$ cat src/rtl/timer_pkg.sv
// Shared defaults and types for the seating-system day/period timer.
package timer_pkg;

  localparam int TIMER_WIDTH      = 11;
  localparam int TIMER_NUM_ALARMS = 4;
  localparam int TIMER_DAY_W      = 8;

  typedef logic [TIMER_WIDTH-1:0] minute_t;

endpackage

$ cat src/rtl/tick_prescaler.sv
// Divides enabled clk cycles into count ticks; one tick every PRESCALE enabled cycles.
module tick_prescaler #(
  parameter int PRESCALE = 1
) (
  input  logic clk,
  input  logic rst,
  input  logic en,
  output logic tick
);

  // With PRESCALE=1 the counter is a constant 0 and tick reduces to en.
  localparam int CW = (PRESCALE > 1) ? $clog2(PRESCALE) : 1;
  localparam logic [CW-1:0] LAST = CW'(PRESCALE - 1);

  logic [CW-1:0] cnt;

  always_ff @(posedge clk) begin
    if (rst) begin
      cnt <= '0;
    end else if (en) begin
      cnt <= (cnt == LAST) ? '0 : cnt + 1'b1;
    end
  end

  assign tick = en && (cnt == LAST);

endmodule

$ cat src/rtl/period_timer.sv
// Minute counter wrapping at reset_time, with day-end pulse, day counter and compare alarms.
module period_timer
  import timer_pkg::*;
#(
  parameter int WIDTH      = TIMER_WIDTH,
  parameter int NUM_ALARMS = TIMER_NUM_ALARMS,
  parameter int PRESCALE   = 1,
  parameter int DAY_W      = TIMER_DAY_W
) (
  input  logic                        clk,
  input  logic                        rst,
  input  logic                        en,
  input  logic [WIDTH-1:0]            reset_time,
  input  logic [NUM_ALARMS*WIDTH-1:0] alarm_time,
  input  logic [NUM_ALARMS-1:0]       alarm_en,
  output logic [WIDTH-1:0]            time_out,
  output logic                        rst_timer,
  output logic [NUM_ALARMS-1:0]       alarm_hit,
  output logic [DAY_W-1:0]            day_count
);

  logic                  tick;
  logic                  wrap;
  logic [WIDTH-1:0]      next_time;
  logic [NUM_ALARMS-1:0] hit_next;

  tick_prescaler #(.PRESCALE(PRESCALE)) u_prescaler (
    .clk  (clk),
    .rst  (rst),
    .en   (en),
    .tick (tick)
  );

  // ">=" so a reset_time lowered below the current count wraps on the next tick.
  assign wrap      = (time_out >= reset_time);
  assign next_time = wrap ? '0 : time_out + 1'b1;

  // Alarms compare against the value being loaded, so they line up with time_out.
  for (genvar i = 0; i < NUM_ALARMS; i++) begin : g_alarm
    assign hit_next[i] = alarm_en[i] && (next_time == alarm_time[i*WIDTH +: WIDTH]);
  end

  always_ff @(posedge clk) begin
    if (rst) begin
      time_out  <= '0;
      rst_timer <= 1'b0;
      alarm_hit <= '0;
      day_count <= '0;
    end else if (tick) begin
      time_out  <= next_time;
      rst_timer <= wrap;
      alarm_hit <= hit_next;
      if (wrap) begin
        day_count <= day_count + 1'b1;
      end
    end else begin
      rst_timer <= 1'b0;
      alarm_hit <= '0;
    end
  end

endmodule

$ cat config.mk
export PLATFORM = sky130hd
export DESIGN_NAME = period_timer
export DESIGN_NICKNAME = d
export VERILOG_FILES = /design/src/rtl/timer_pkg.sv /design/src/rtl/tick_prescaler.sv /design/src/rtl/period_timer.sv
export SDC_FILE = /design/constraint.sdc
export NUM_CORES = 1
export LEC_CHECK = 0
export ABC_AREA = 1
export CAP_MARGIN = 20
export CORE_UTILIZATION = 42
export DETAILED_ROUTE_END_ITERATION = 10
export PLACE_DENSITY = 0.78
export SLEW_MARGIN = 10
export SYNTH_ARGS = -nofsm -noshare
export SYNTH_HDL_FRONTEND = slang
export SYNTH_HIERARCHICAL = 1
export SYNTH_SLANG_ARGS = --single-unit
$ cat constraint.sdc
create_clock -name clk -period 1.9 [get_ports clk]
set_clock_uncertainty 0.05 [all_clocks]
set_input_delay 0.285 -clock clk [delete_from_list [all_inputs] [get_ports clk]]
set_output_delay 0.285 -clock clk [all_outputs]
set_load 0.005 [all_outputs]
---- Word level (Yosys, flattened, before mapping) ----
Cells that the tools add are included.
Widths: inputs -> output; s select.
operators by class
  shift operators ......................... 0
  multiplexer cells ....................... 2
  magnitude comparators ................... 1
  reduce and logical (&&, ||, !) cells .... 7
  eq/ne operators ......................... 4
  divide/modulo/power cells ............... 0
  multipliers ............................. 0
  bitwise operators ....................... 2
  $add $sub $neg .......................... 3
operators by type and width
  kind                   number
  $eq 11x11->1           4
  $add 11x1->11 const B  1
  $ge 11x11->1           1
  $mux 11                1
  $add 8x1->8 const B    1
  $logic_and 1x1->1      5
  $not 1->1              2
  $reduce_and 2->1       1
  $reduce_or 2->1        1
  $add 1x1->1 const B    1
  $mux 1                 1
word-level totals
  latch bits .............................. 0
  flip-flop bits (word level) ............. 25
  output and inout port bits .............. 24
  bits in writable memories ............... 0
  ROM bits ................................ 0
  memories ................................ 0
  word-level logic and storage cells ...... 24
  bits of input ports ..................... 62

---- Longest topological paths before layout ----
  depth after elaboration ................. 4
  depth in mapped cells ................... 18
  mapped depth without buffers ............ 17

---- Cells and area by module ----
The synthesis kept the hierarchy.
modules (own cells, without submodules)
  module          area an instance (µm²)  cells an instance  instances  seq. area each (µm²)
  period_timer    2,457.4                 426                1          480.5
  tick_prescaler  7.5                     1                  1          0.0

---- Least setup slack after synthesis ----
OpenSTA, ideal clock, no wires.
  kind .................................... register -> register
  from .................................... register time_out[0]
  to ...................................... register alarm_hit[2]
  buffers on the path ..................... 1
  period minus slack after synthesis ...... 1.922 ns
  setup slack ............................. -0.022 ns
  required time ........................... 1.788 ns
  setup time .............................. 0.062 ns
  stages on the path, launching flop included .. 17
  arrival time ............................ 1.810 ns
  cell sequence ........................... dfxtp_1 inv_2 ha_1 nand2_1 nor2_1 nand3_1 nand2_1 nor2_4 buf_8 nand2_2 nand2_1 nand2_1 inv_1 nand2_1 nor2_1 nand2_1 nor2_2
on the way
  word-level cells in the longest chain between the ends .. 4
  elaborated cells on any way between the ends .. 5
  those cells by class .................... 1 x add/sub; 1 x order compare; 1 x eq/ne; 1 x mux; 1 x reduce/logical
RTL lines
  element                                               RTL line                                RTL
  from (decl)                                           period_timer.sv:16                      output logic [WIDTH-1:0] time_out,
  from (signal assigned)                                period_timer.sv:50                      time_out <= next_time;
  $add 11x1->11 / $ge 11x11->1 (equally long branches)  period_timer.sv:36, period_timer.sv:35
  $mux 11 (*)                                           period_timer.sv:36                      assign next_time = wrap ? '0 : time_out + 1'b1;
  $eq 11x11->1 (*)                                      period_timer.sv:40                      assign hit_next[i] = alarm_en[i] && (next_time == alarm_time[i*WIDTH +: WIDTH]);
  $logic_and 1x1->1 (*)                                 period_timer.sv:40
  to (signal assigned)                                  period_timer.sv:52                      alarm_hit <= hit_next;
  to (decl)                                             period_timer.sv:18                      output logic [NUM_ALARMS-1:0] alarm_hit,
Every way passes the cells marked *; elsewhere a longest branch is shown, timed or not.
A chain may end at the register's enable or synchronous reset.

---- Worst setup path in the final report ----
  from .................................... register time_out[1]
  to ...................................... register alarm_hit[1]
Same word-level chain as after synthesis.

==> impl_metrics.tcl <==
set metrics [dict create \
    seq_area_frac_synth_pct 19.49 \
    setup_viol 6 \
    clockBufferDepth 2 \
    r2r_cells 17 \
    rows 27 \
    violations "negative setup slack" \
    syn2layout_area_growth_pct 67.97 \
    synth_area_per_cell_um2 5.773 \
    grt_pass1_wl_um 12620 \
    via_per_inst 5.010 \
    num_vias 3121 \
    io_pins 86 \
    synth-seq-cells 24 \
    clock_latency_ns 0.28 \
    vdd_drop_max_v 0.0003750 \
    finish.instance_area_um2 4140 \
    ant_nets 0 \
    maxSlewViolCount 0 \
    post-dp-hpwl_um 5984 \
    die_h_um 78.61 \
    root_buffer "clkbuf_8" \
    slew_headroom_pct 69.25 \
    max_freq_ghz 0.4832 \
    cts.htree.levels 1 \
    clk_pin_slew_ns 0.10 \
    placement.cell_area_um2 3630 \
    cts.sinks 24 \
    gp_congestion 0.8921 \
    start_kind "flop" \
    power.density_nw_per_um2 444.8 \
    cp-end-kind "flop" \
    cts_tree "yes" \
    slowest_delay_ns 0.37 \
    totalWireLength_um 8260 \
    die-width_um 78.61 \
    drt_iter0_drc 163 \
    drtPass1Iterations 5 \
    fin_tns_setup_ns -0.6076 \
    nets 627 \
    holdPathStages 2 \
    cp.arrival_ns 2.25 \
    required_ns 2.08 \
    synth_nets 502 \
    fp.coreArea_um2 5574 \
    grt_max_degree 22 \
    die_area_um2 6179 \
    status "complete, but fails checks" \
    track_usage_pct 25.78 \
    start_util_pct 44.22 \
    holdWs_ns 0.4155 \
    crit_fanout 8 \
    numCtsBuffers 3 \
    synth_top_area_cell "nand2_1" \
    diodes 0 \
    grt_setup_unrepaired "true" \
    syn_inst 427 \
    min_period_over_period_pct 108.9 \
    num-fill-cells 437 \
    synthesis.area_um2 2465 \
    p_leak_nw 1.996 \
    drive_gt1_share_pct 24.86 \
    avgRoutedWirePerCell_um 13.26 \
    layout_setup_ws_ns -0.1697 \
    synth_cell_types 30 \
    synth_top_area_share_pct 19.95 \
    grt_pass1_vias 2852 \
    crit_type "flop to flop" \
    grt_overflow 0 \
    slowest_stage "dfxtp_4" \
    period_needed_ns 2.070 \
    yosys_warnings 6 \
    crit_chain "ha_4 > nand2_2 > nor2_2 > nor2_4 > inv_1 > nand2_2 > nand2_2 > nor2_4 > buf_12 > buf_4 > nand3b_1 > nand2_1 > inv_1 > nand2_1 > nor2_1 > nand2_1 > nor2_1" \
    port_buffers 85 \
    tightest_slew_ns 0.4607 \
    hold_violations 0 \
    cap_violations 0 \
    synthTopCellsByArea "nand2_1, dfxtp_1, inv_1" \
    hold_class "flop to flop" \
    antenna_found_initial 0 \
    drc 0 \
]
-- critical path: cells and delay by family, from the launching register on --
family | cells | cell delay (ns)
DFF | 1 | 0.37
adders and majority gates | 1 | 0.27
and+or+nand+nor | 12 | 0.91
buffers and inverters | 4 | 0.41
-- path summary, 6_finish.rpt --
| kind | startpoint | to | slack [ns] |
|---|---|---|---|
| max | time_out[1] | alarm_hit[1] | -0.17 |
| min | day_count[4] | day_count[4] | 0.42 |
| max reg2reg | time_out[1] | alarm_hit[1] | -0.17 |
| min reg2reg | day_count[4] | day_count[4] | 0.42 |
-- power by group --
part	switching, mW	internal [mW]	leakage (nW)
combinational	0.408	0.418	1.76
sequential	0.0185	0.522	0.200
clock	0.192	0.282	0.0357
total	0.619	1.22	2.00
-- per-layer routing --
layer | part of all wire, % | GRT usage (%)
met5 | 0 | 0
met4 | 2.6 | 6.852
met3 | 5.1 | 3.140
met2 | 51 | 48.26
met1 | 41 | 30.43
-- cell usage in the layout (no fill, tap or decap), types with 2 or more instances in the layout --
master | synthesis | routed
clkdlybuf4s50_1 | 0 | 74
nand2_2 | 4 | 21
nand3_2 | 2 | 4
clkinv_1 | 5 | 5
buf_4 | 2 | 36
nand3_1 | 34 | 32
nand4_1 | 5 | 5
nand3b_1 | 5 | 5
ha_1 | 13 | 2
dfxtp_1 | 24 | 14
clkbuf_8 | 0 | 3
inv_1 | 82 | 74
dfxtp_2 | 0 | 8
buf_12 | 0 | 3
nand2_1 | 131 | 110
o21ai_1 | 2 | 3
nor2_4 | 4 | 7
dlygate4sd2_1 | 0 | 10
nand2_8 | 0 | 5
buf_6 | 0 | 2
inv_2 | 7 | 15
ha_4 | 0 | 11
nor2_2 | 2 | 5
nor2_1 | 38 | 32
xnor2_1 | 17 | 14
a21oi_1 | 17 | 14
xor2_1 | 2 | 2
o21ai_0 | 15 | 14
nand2_4 | 4 | 3
xnor2_2 | 0 | 3
a21oi_2 | 2 | 5
dfxtp_4 | 0 | 2
-- cells in the mapped netlist (all sizes together) --
cell type,count
clkbuf,3
nand2,139
nand3b,5
nor2,44
ha,13
o21ai,17
nor3,2
nand4,5
nor3b,1
xnor2,17
inv,89
clkinv,5
o21bai,1
buf,4
a21oi,19
xor2,2
dfxtp,24
nand3,37
-- layout make-up --
type	instances	area, um2	area share (%)
sequential	24	498.0	12.03
multi-input combinational	302	1919	46.36
timing repair buffer	127	1209	29.19
clock inverter	1	30.03	0.7253
clock buffer	3	41.29	0.9973
tap	72	90.09	2.176
inverter	94	352.8	8.522
-- per-stage QoR --
step	utilization, %	power [mW]	std cells	setup WS [ns]
4_1_cts	71.27	1.760	621	-0.1529
3_3_place_gp	65.12	1.195	611	-0.6393
2_1_floorplan	-	0.8908	427	0.03127
5_1_grt	74.28	1.944	623	-0.2443
6_report	74.28	1.842	623	-0.1697
3_5_place_dp	65.12	1.210	611	-0.6515
-- logic make-up (layout without fill, tap and decap cells) --
kind of cell | after synthesis | in the layout | share of synthesized area, %
buf+inv | 101 | 225 | 16.19
fa+ha+maj | 13 | 13 | 6.599
simple gates | 233 | 233 | 43.05
compound gates | 37 | 37 | 7.919
xor+xnor | 19 | 19 | 6.751
flops | 24 | 24 | 19.49
-- state kept, by name, summed over array words and instances, names as in the netlist --
signal / count
rst_timer: 1
day_count: 8
alarm_hit: 4
time_out: 11
-- timing repair --
item                       CTS  global route
gates resized for setup     53            41
pin swaps                   38            35
setup buffers                6             2
setup endpoints to repair   22            16
hold buffers                 0             0
cloned                       0             0
Power figures use the tool's default switching activity.
